### src/rtl/bounded_counter_rr_arbiter.sv
// Round-robin arbiter sharing a bounded (sn, i) increment counter among NREQ requesters.
// Each grant commits up to MAX_BURST increments; once i passes LIMIT the block locks until rst.
module bounded_counter_rr_arbiter #(
    parameter int NREQ      = 4,
    parameter int WIDTH     = 10,
    parameter int LIMIT     = 300,
    parameter int MAX_BURST = 4
) (
    input  logic             clk,
    input  logic             rst,
    input  logic [NREQ-1:0]  req,
    output logic [NREQ-1:0]  gnt,
    output logic [2:0]       owner,
    output logic [WIDTH-1:0] sn,
    output logic [WIDTH-1:0] i,
    output logic             exhausted
);

    localparam int BW = (MAX_BURST < 2) ? 1 : $clog2(MAX_BURST + 1);
    localparam logic [WIDTH-1:0] LIMIT_W = WIDTH'(LIMIT);

    typedef enum logic [1:0] {
        IDLE      = 2'd0,
        GRANT     = 2'd1,
        EXHAUSTED = 2'd2
    } state_t;

    state_t          state_q, state_d;
    logic [NREQ-1:0] gnt_q, gnt_d;
    logic [2:0]      owner_q, owner_d;
    logic [2:0]      rr_ptr_q, rr_ptr_d;
    logic [BW-1:0]   burst_q, burst_d;
    logic [WIDTH-1:0] sn_q, sn_d;
    logic [WIDTH-1:0] i_q, i_d;
    logic            exhausted_q, exhausted_d;

    logic            pick_valid;
    logic [2:0]      pick_idx;
    logic            below_limit;
    logic            owner_req;
    logic            release_now;

    assign below_limit = (i_q <= LIMIT_W);
    // gnt is one-hot on the owner, so masking req with it yields req[owner]
    assign owner_req   = |(req & gnt_q);

    // Scan downward so the requester closest to the pointer wins the final overwrite
    always_comb begin
        pick_valid = 1'b0;
        pick_idx   = '0;
        for (int k = NREQ - 1; k >= 0; k--) begin
            if (req[(int'(rr_ptr_q) + k) % NREQ]) begin
                pick_valid = 1'b1;
                pick_idx   = 3'((int'(rr_ptr_q) + k) % NREQ);
            end
        end
    end

    always_comb begin
        state_d     = state_q;
        gnt_d       = gnt_q;
        owner_d     = owner_q;
        rr_ptr_d    = rr_ptr_q;
        burst_d     = burst_q;
        sn_d        = sn_q;
        i_d         = i_q;
        exhausted_d = exhausted_q;
        release_now = 1'b0;

        case (state_q)
            IDLE: begin
                if (pick_valid && below_limit) begin
                    state_d = GRANT;
                    gnt_d   = NREQ'(1) << pick_idx;
                    owner_d = pick_idx;
                    burst_d = '0;
                end
            end
            GRANT: begin
                if (owner_req && below_limit) begin
                    sn_d    = sn_q + WIDTH'(1);
                    i_d     = i_q + WIDTH'(1);
                    burst_d = burst_q + BW'(1);
                    if (burst_q == BW'(MAX_BURST - 1) || i_q == LIMIT_W)
                        release_now = 1'b1;
                end else begin
                    release_now = 1'b1;
                end

                if (release_now) begin
                    gnt_d    = '0;
                    rr_ptr_d = (owner_q == 3'(NREQ - 1)) ? 3'd0 : owner_q + 3'd1;
                    if (i_d > LIMIT_W) begin
                        state_d     = EXHAUSTED;
                        exhausted_d = 1'b1;
                    end else begin
                        state_d = IDLE;
                    end
                end
            end
            EXHAUSTED: begin
                gnt_d = '0;
            end
            default: begin
                state_d = IDLE;
                gnt_d   = '0;
            end
        endcase
    end

    always_ff @(posedge clk) begin
        if (rst) begin
            state_q     <= IDLE;
            gnt_q       <= '0;
            owner_q     <= '0;
            rr_ptr_q    <= '0;
            burst_q     <= '0;
            sn_q        <= '0;
            i_q         <= WIDTH'(1);
            exhausted_q <= 1'b0;
        end else begin
            state_q     <= state_d;
            gnt_q       <= gnt_d;
            owner_q     <= owner_d;
            rr_ptr_q    <= rr_ptr_d;
            burst_q     <= burst_d;
            sn_q        <= sn_d;
            i_q         <= i_d;
            exhausted_q <= exhausted_d;
        end
    end

    assign gnt       = gnt_q;
    assign owner     = owner_q;
    assign sn        = sn_q;
    assign i         = i_q;
    assign exhausted = exhausted_q;

endmodule
### config.mk
export PLATFORM = sky130hd
export DESIGN_NAME = bounded_counter_rr_arbiter
export DESIGN_NICKNAME = d
export VERILOG_FILES = /design/src/rtl/bounded_counter_rr_arbiter.sv
export SDC_FILE = /design/constraint.sdc
export NUM_CORES = 1
export LEC_CHECK = 0
export CORE_MARGIN = 3
export CORE_UTILIZATION = 47
export DETAILED_ROUTE_END_ITERATION = 12
export GPL_TIMING_DRIVEN = 1
export PLACE_DENSITY = 0.75
export SLEW_MARGIN = 40
export SYNTH_ARGS = -nofsm -noshare
export SYNTH_HDL_FRONTEND = slang
export SYNTH_SLANG_ARGS = --single-unit
### constraint.sdc
create_clock -name clk -period 2.4 [get_ports clk]
set_input_delay 0.48 -clock clk [delete_from_list [all_inputs] [get_ports clk]]
set_output_delay 0.48 -clock clk [all_outputs]
set_load 0.1 [all_outputs]
==> summary.md <==
| Metric | Value |
|---|---|
| Outcome | `finished clean` |
| Register share of total power | `between 40% and 50%` |
| # rows | `22` |
| Period utilization | `92.6%` |
| Ys flop type | `dfxtp_1` |
| GPL Wtd Cong | `0.829` |
| Combinational fraction of design power | `20.2%` |
| Worst reg2reg setup slack | `0.18 ns` |
| Slew Viols, Final | `0` |
| Leakage | `between 0.0009 and 0.001 µW` |
| Synthesis-to-layout area growth | `23.9%` |
| Global Route met2 Usage | `a little over a quarter` |
| Total routed wirelength | `4130 µm` |
| First-pass GRT wire length | `6960 µm` |
| Avg WL per Cell | `~13 µm` |
| Drt pass-1 iters | `4` |
| Tot Pwr | `approximately 1300 µW` |
| Antenna-violating nets left | `0` |
| Clock transition at the registers of the reported paths | `0.07 ns` |
| Total number of vias | `~1700` |
| Post-route DRC | `0` |
| Crit Path Max Fanout | `11` |
| Worst-Skew Late Latency | `0.29 ns` |
| Grt ovf | `0` |
| Min Clock Period, post-route | `approximately 2.2 ns` |
| Hold_buf cts | `0` |
| Power Density | `around 530 nW/µm²` |
| FFs w/ async S/R, synth | `0%` |
| Post-detail-place hpwl | `between 2000 and 3000 µm` |
| Num CTS Buffers | `5` |
| Critical Path Source Type | `flip-flop` |
| Syn Nets | `236` |
| Critical Path Max Stage Delay | `0.38 ns` |
| Crit-path leading delay family | `simple AND/OR/NAND/NOR gates` |
| Die W | `70.3 µm` |
| Port Buffers | `32` |
| Vias in the first global route | `between 1000 and 1500` |
| FF-to-FF End | `sn[6]` |
| Die area | `4950 µm²` |
| TritonCTS clock tree | `yes` |
| Crit path DAT | `between 2 and 2.5 ns` |
| Gr usage total | `17.3%` |
| Max Fclk | `about 450 MHz` |
| Clk sinks | `34` |
| Final Setup Violations | `0` |
| Sequential-to-total area share from yosys stat | `35.0%` |
| CP Capture Point | `sn[6]` |
| Pin count of the biggest net entering global routing | `36` |
| Diodes inserted | `0` |
| Postcts setup bufs | `0` |
| Vias per cell | `approximately 5.4` |
| Nets | `279` |
| Crit path depth | `10` |
| CP required | `between 2 and 3 ns` |
| Fill cells | `359` |
| Int Power | `866 µW` |
| Post-synth cell types | `56` |
| YS warnings | `0` |
| IO Count | `34` |
| Max IR drop VDD | `0.408 mV` |
| Clock share of power | `about a third` |
| Max Cap Viol | `0` |
| Final hold slack | `0.470 ns` |
| Met3 GRT Util | `approximately 3.6%` |
| Most Crowded Layer GR | `met2` |
| Sequence of cells on the critical path | `inv_1 -> ha_1 -> and4b_4 -> o41ai_4 -> buf_4 -> and3b_1 -> buf_12 -> nand4_1 -> xor2_1 -> nor2_1` |
| WS Path Type | `reg -> reg` |
| Register bit total from synthesis | `34` |
| CP max-delay cell | `dfxtp_4` |
| Fraction of layout cells with a size suffix above 1 | `roughly 30%` |
| RSZ-0062 raised after global routing | `no` |
| CP endpoint kind | `flip-flop` |
| Post-Syn Area | `a little under 2000 µm²` |
| Buf/Inv on CP | `3` |
| Hold Crit Class | `reg -> reg` |
| Worst r2r src | `i[1]` |
| Psw | `407 µW` |
| Net Sw Frac | `32.0%` |
| Cells on worst reg2reg path | `10` |
| Clock Skew | `roughly 0.0076 ns` |
| Grt met1 use | `a little under a quarter` |
| Slew headroom | `59.0%` |
| Area of the core | `3830 µm²` |
| Iteration-0 DRC Markers | `60` |
| Die height | `between 70 and 80 µm` |
| Initial antenna violation count | `0` |
| Synth Instances | `approximately 220` |
| Post-CTS sizing | `0` |
| Final hold violation count | `0` |
| Starting Density | `50.9%` |
| Clk root buf | `clkbuf_8` |
| H-tree levels | `2` |
| Post-synth EDFFs | `0` |
| Final Util | `63.0%` |
| Measured slew at the worst slew-check pin | `roughly 0.6 ns` |
| Syn Area/Cell | `8.69 µm²` |
| Clock Path Buffers | `2` |
| Setup crit start | `i[1]` |
| Setup TNS | `0 ns` |
==> registers in the layout, summed over array words and instances, names as in the netlist <==
register	flops
sn	10
gnt	4
state_q	2
i	10
burst_q	3
rr_ptr_q	2
exhausted	1
owner	2
==> routing by layer <==
metal	vias to the layer above	wire length, µm
li1	879	-
met1	774	1960
met2	35	1940
met3	6	162
met4	0	63
met5	-	0
==> layout by cell type (no fill, tap or decap), types with 5 or more instances in the layout <==
cell | Yosys | routed
dfxtp_2 | 0 | 9
ha_1 | 6 | 6
clkdlybuf4s50_1 | 0 | 5
buf_4 | 1 | 39
nor2_1 | 31 | 31
nand2b_1 | 5 | 5
nor3_1 | 8 | 8
nand3_1 | 6 | 6
nand2_1 | 20 | 20
mux2i_1 | 10 | 10
inv_1 | 8 | 7
clkbuf_8 | 0 | 5
xor2_1 | 6 | 6
a21oi_1 | 13 | 13
dfxtp_1 | 34 | 23
xnor2_1 | 8 | 8
==> through the flow <==
step                      setup WS, ns  cell area (µm²)  std cells
after floorplan                 0.0135             1970        224
after global placement          0.0498             2320        308
after detailed placement        0.0234             2320        308
after CTS                        0.182             2410        316
after global routing            0.0293             2410        316
final                            0.177             2410        316
==> logic make-up after synthesis <==
kind of cell	synth area share (%)
AND/OR/NAND/NOR	29.8
AO/OA/AOI/OAI	13.9
flip-flops	35.0
buffers and inverters	5.21
XOR/XNOR	6.30
multiplexers	5.72
adder cells (fa/ha/maj)	3.86
other	0.193
==> tightest hold or removal path: stages (launching register included) <==
cell and delay [ns]:
dfxtp_1 0.32, nand2_1 0.06, a21oi_1 0.05
==> cells in the mapped netlist, types with 4 or more instances <==
library cell | count | area (µm²)
a21oi_1 | 13 | 65.1
a31oi_1 | 4 | 25.0
buf_6 | 4 | 45.0
clkbuf_1 | 4 | 15.0
dfxtp_1 | 34 | 681
ha_1 | 6 | 75.1
inv_1 | 8 | 30.0
mux2i_1 | 10 | 100
nand2_1 | 20 | 75.1
nand2b_1 | 5 | 31.3
nand3_1 | 6 | 30.0
nor2_1 | 31 | 116
nor3_1 | 8 | 40.0
o22ai_1 | 4 | 25.0
xnor2_1 | 8 | 70.1
xor2_1 | 6 | 52.6
==> power by group through the flow <==
stage / clock, µW / combinational, µW / sequential (µW)
6_report: 413 / 258 / 602
5_1_grt: 444 / 278 / 605
4_1_cts: 428 / 259 / 602
3_5_place_dp: 0 / 258 / 615
3_3_place_gp: 0 / 255 / 615
2_1_floorplan: 0 / 111 / 692
==> how the worst min path moves through the flow <==
stage | start | end | slack, ns | depth (start not counted)
floorplan | burst_q[1] | burst_q[1] | 0.44 | 2
global placement | burst_q[1] | burst_q[1] | 0.44 | 2
detailed placement | burst_q[1] | burst_q[1] | 0.46 | 2
CTS | exhausted | exhausted | 0.47 | 2
global route | exhausted | exhausted | 0.50 | 2
finish | burst_q[1] | burst_q[1] | 0.47 | 2
==> cell type report <==
type | instances | area (µm²) | area share [%]
clock buffers | 5 | 68.8 | 2.86
clock inverters | 3 | 16.3 | 0.675
inverters | 9 | 33.8 | 1.40
multi-input cells | 172 | 1170 | 48.5
flip-flops and latches | 34 | 699 | 29.0
well taps | 48 | 60.1 | 2.49
repair buffers | 45 | 363 | 15.1
Power figures use the tool's default switching activity.
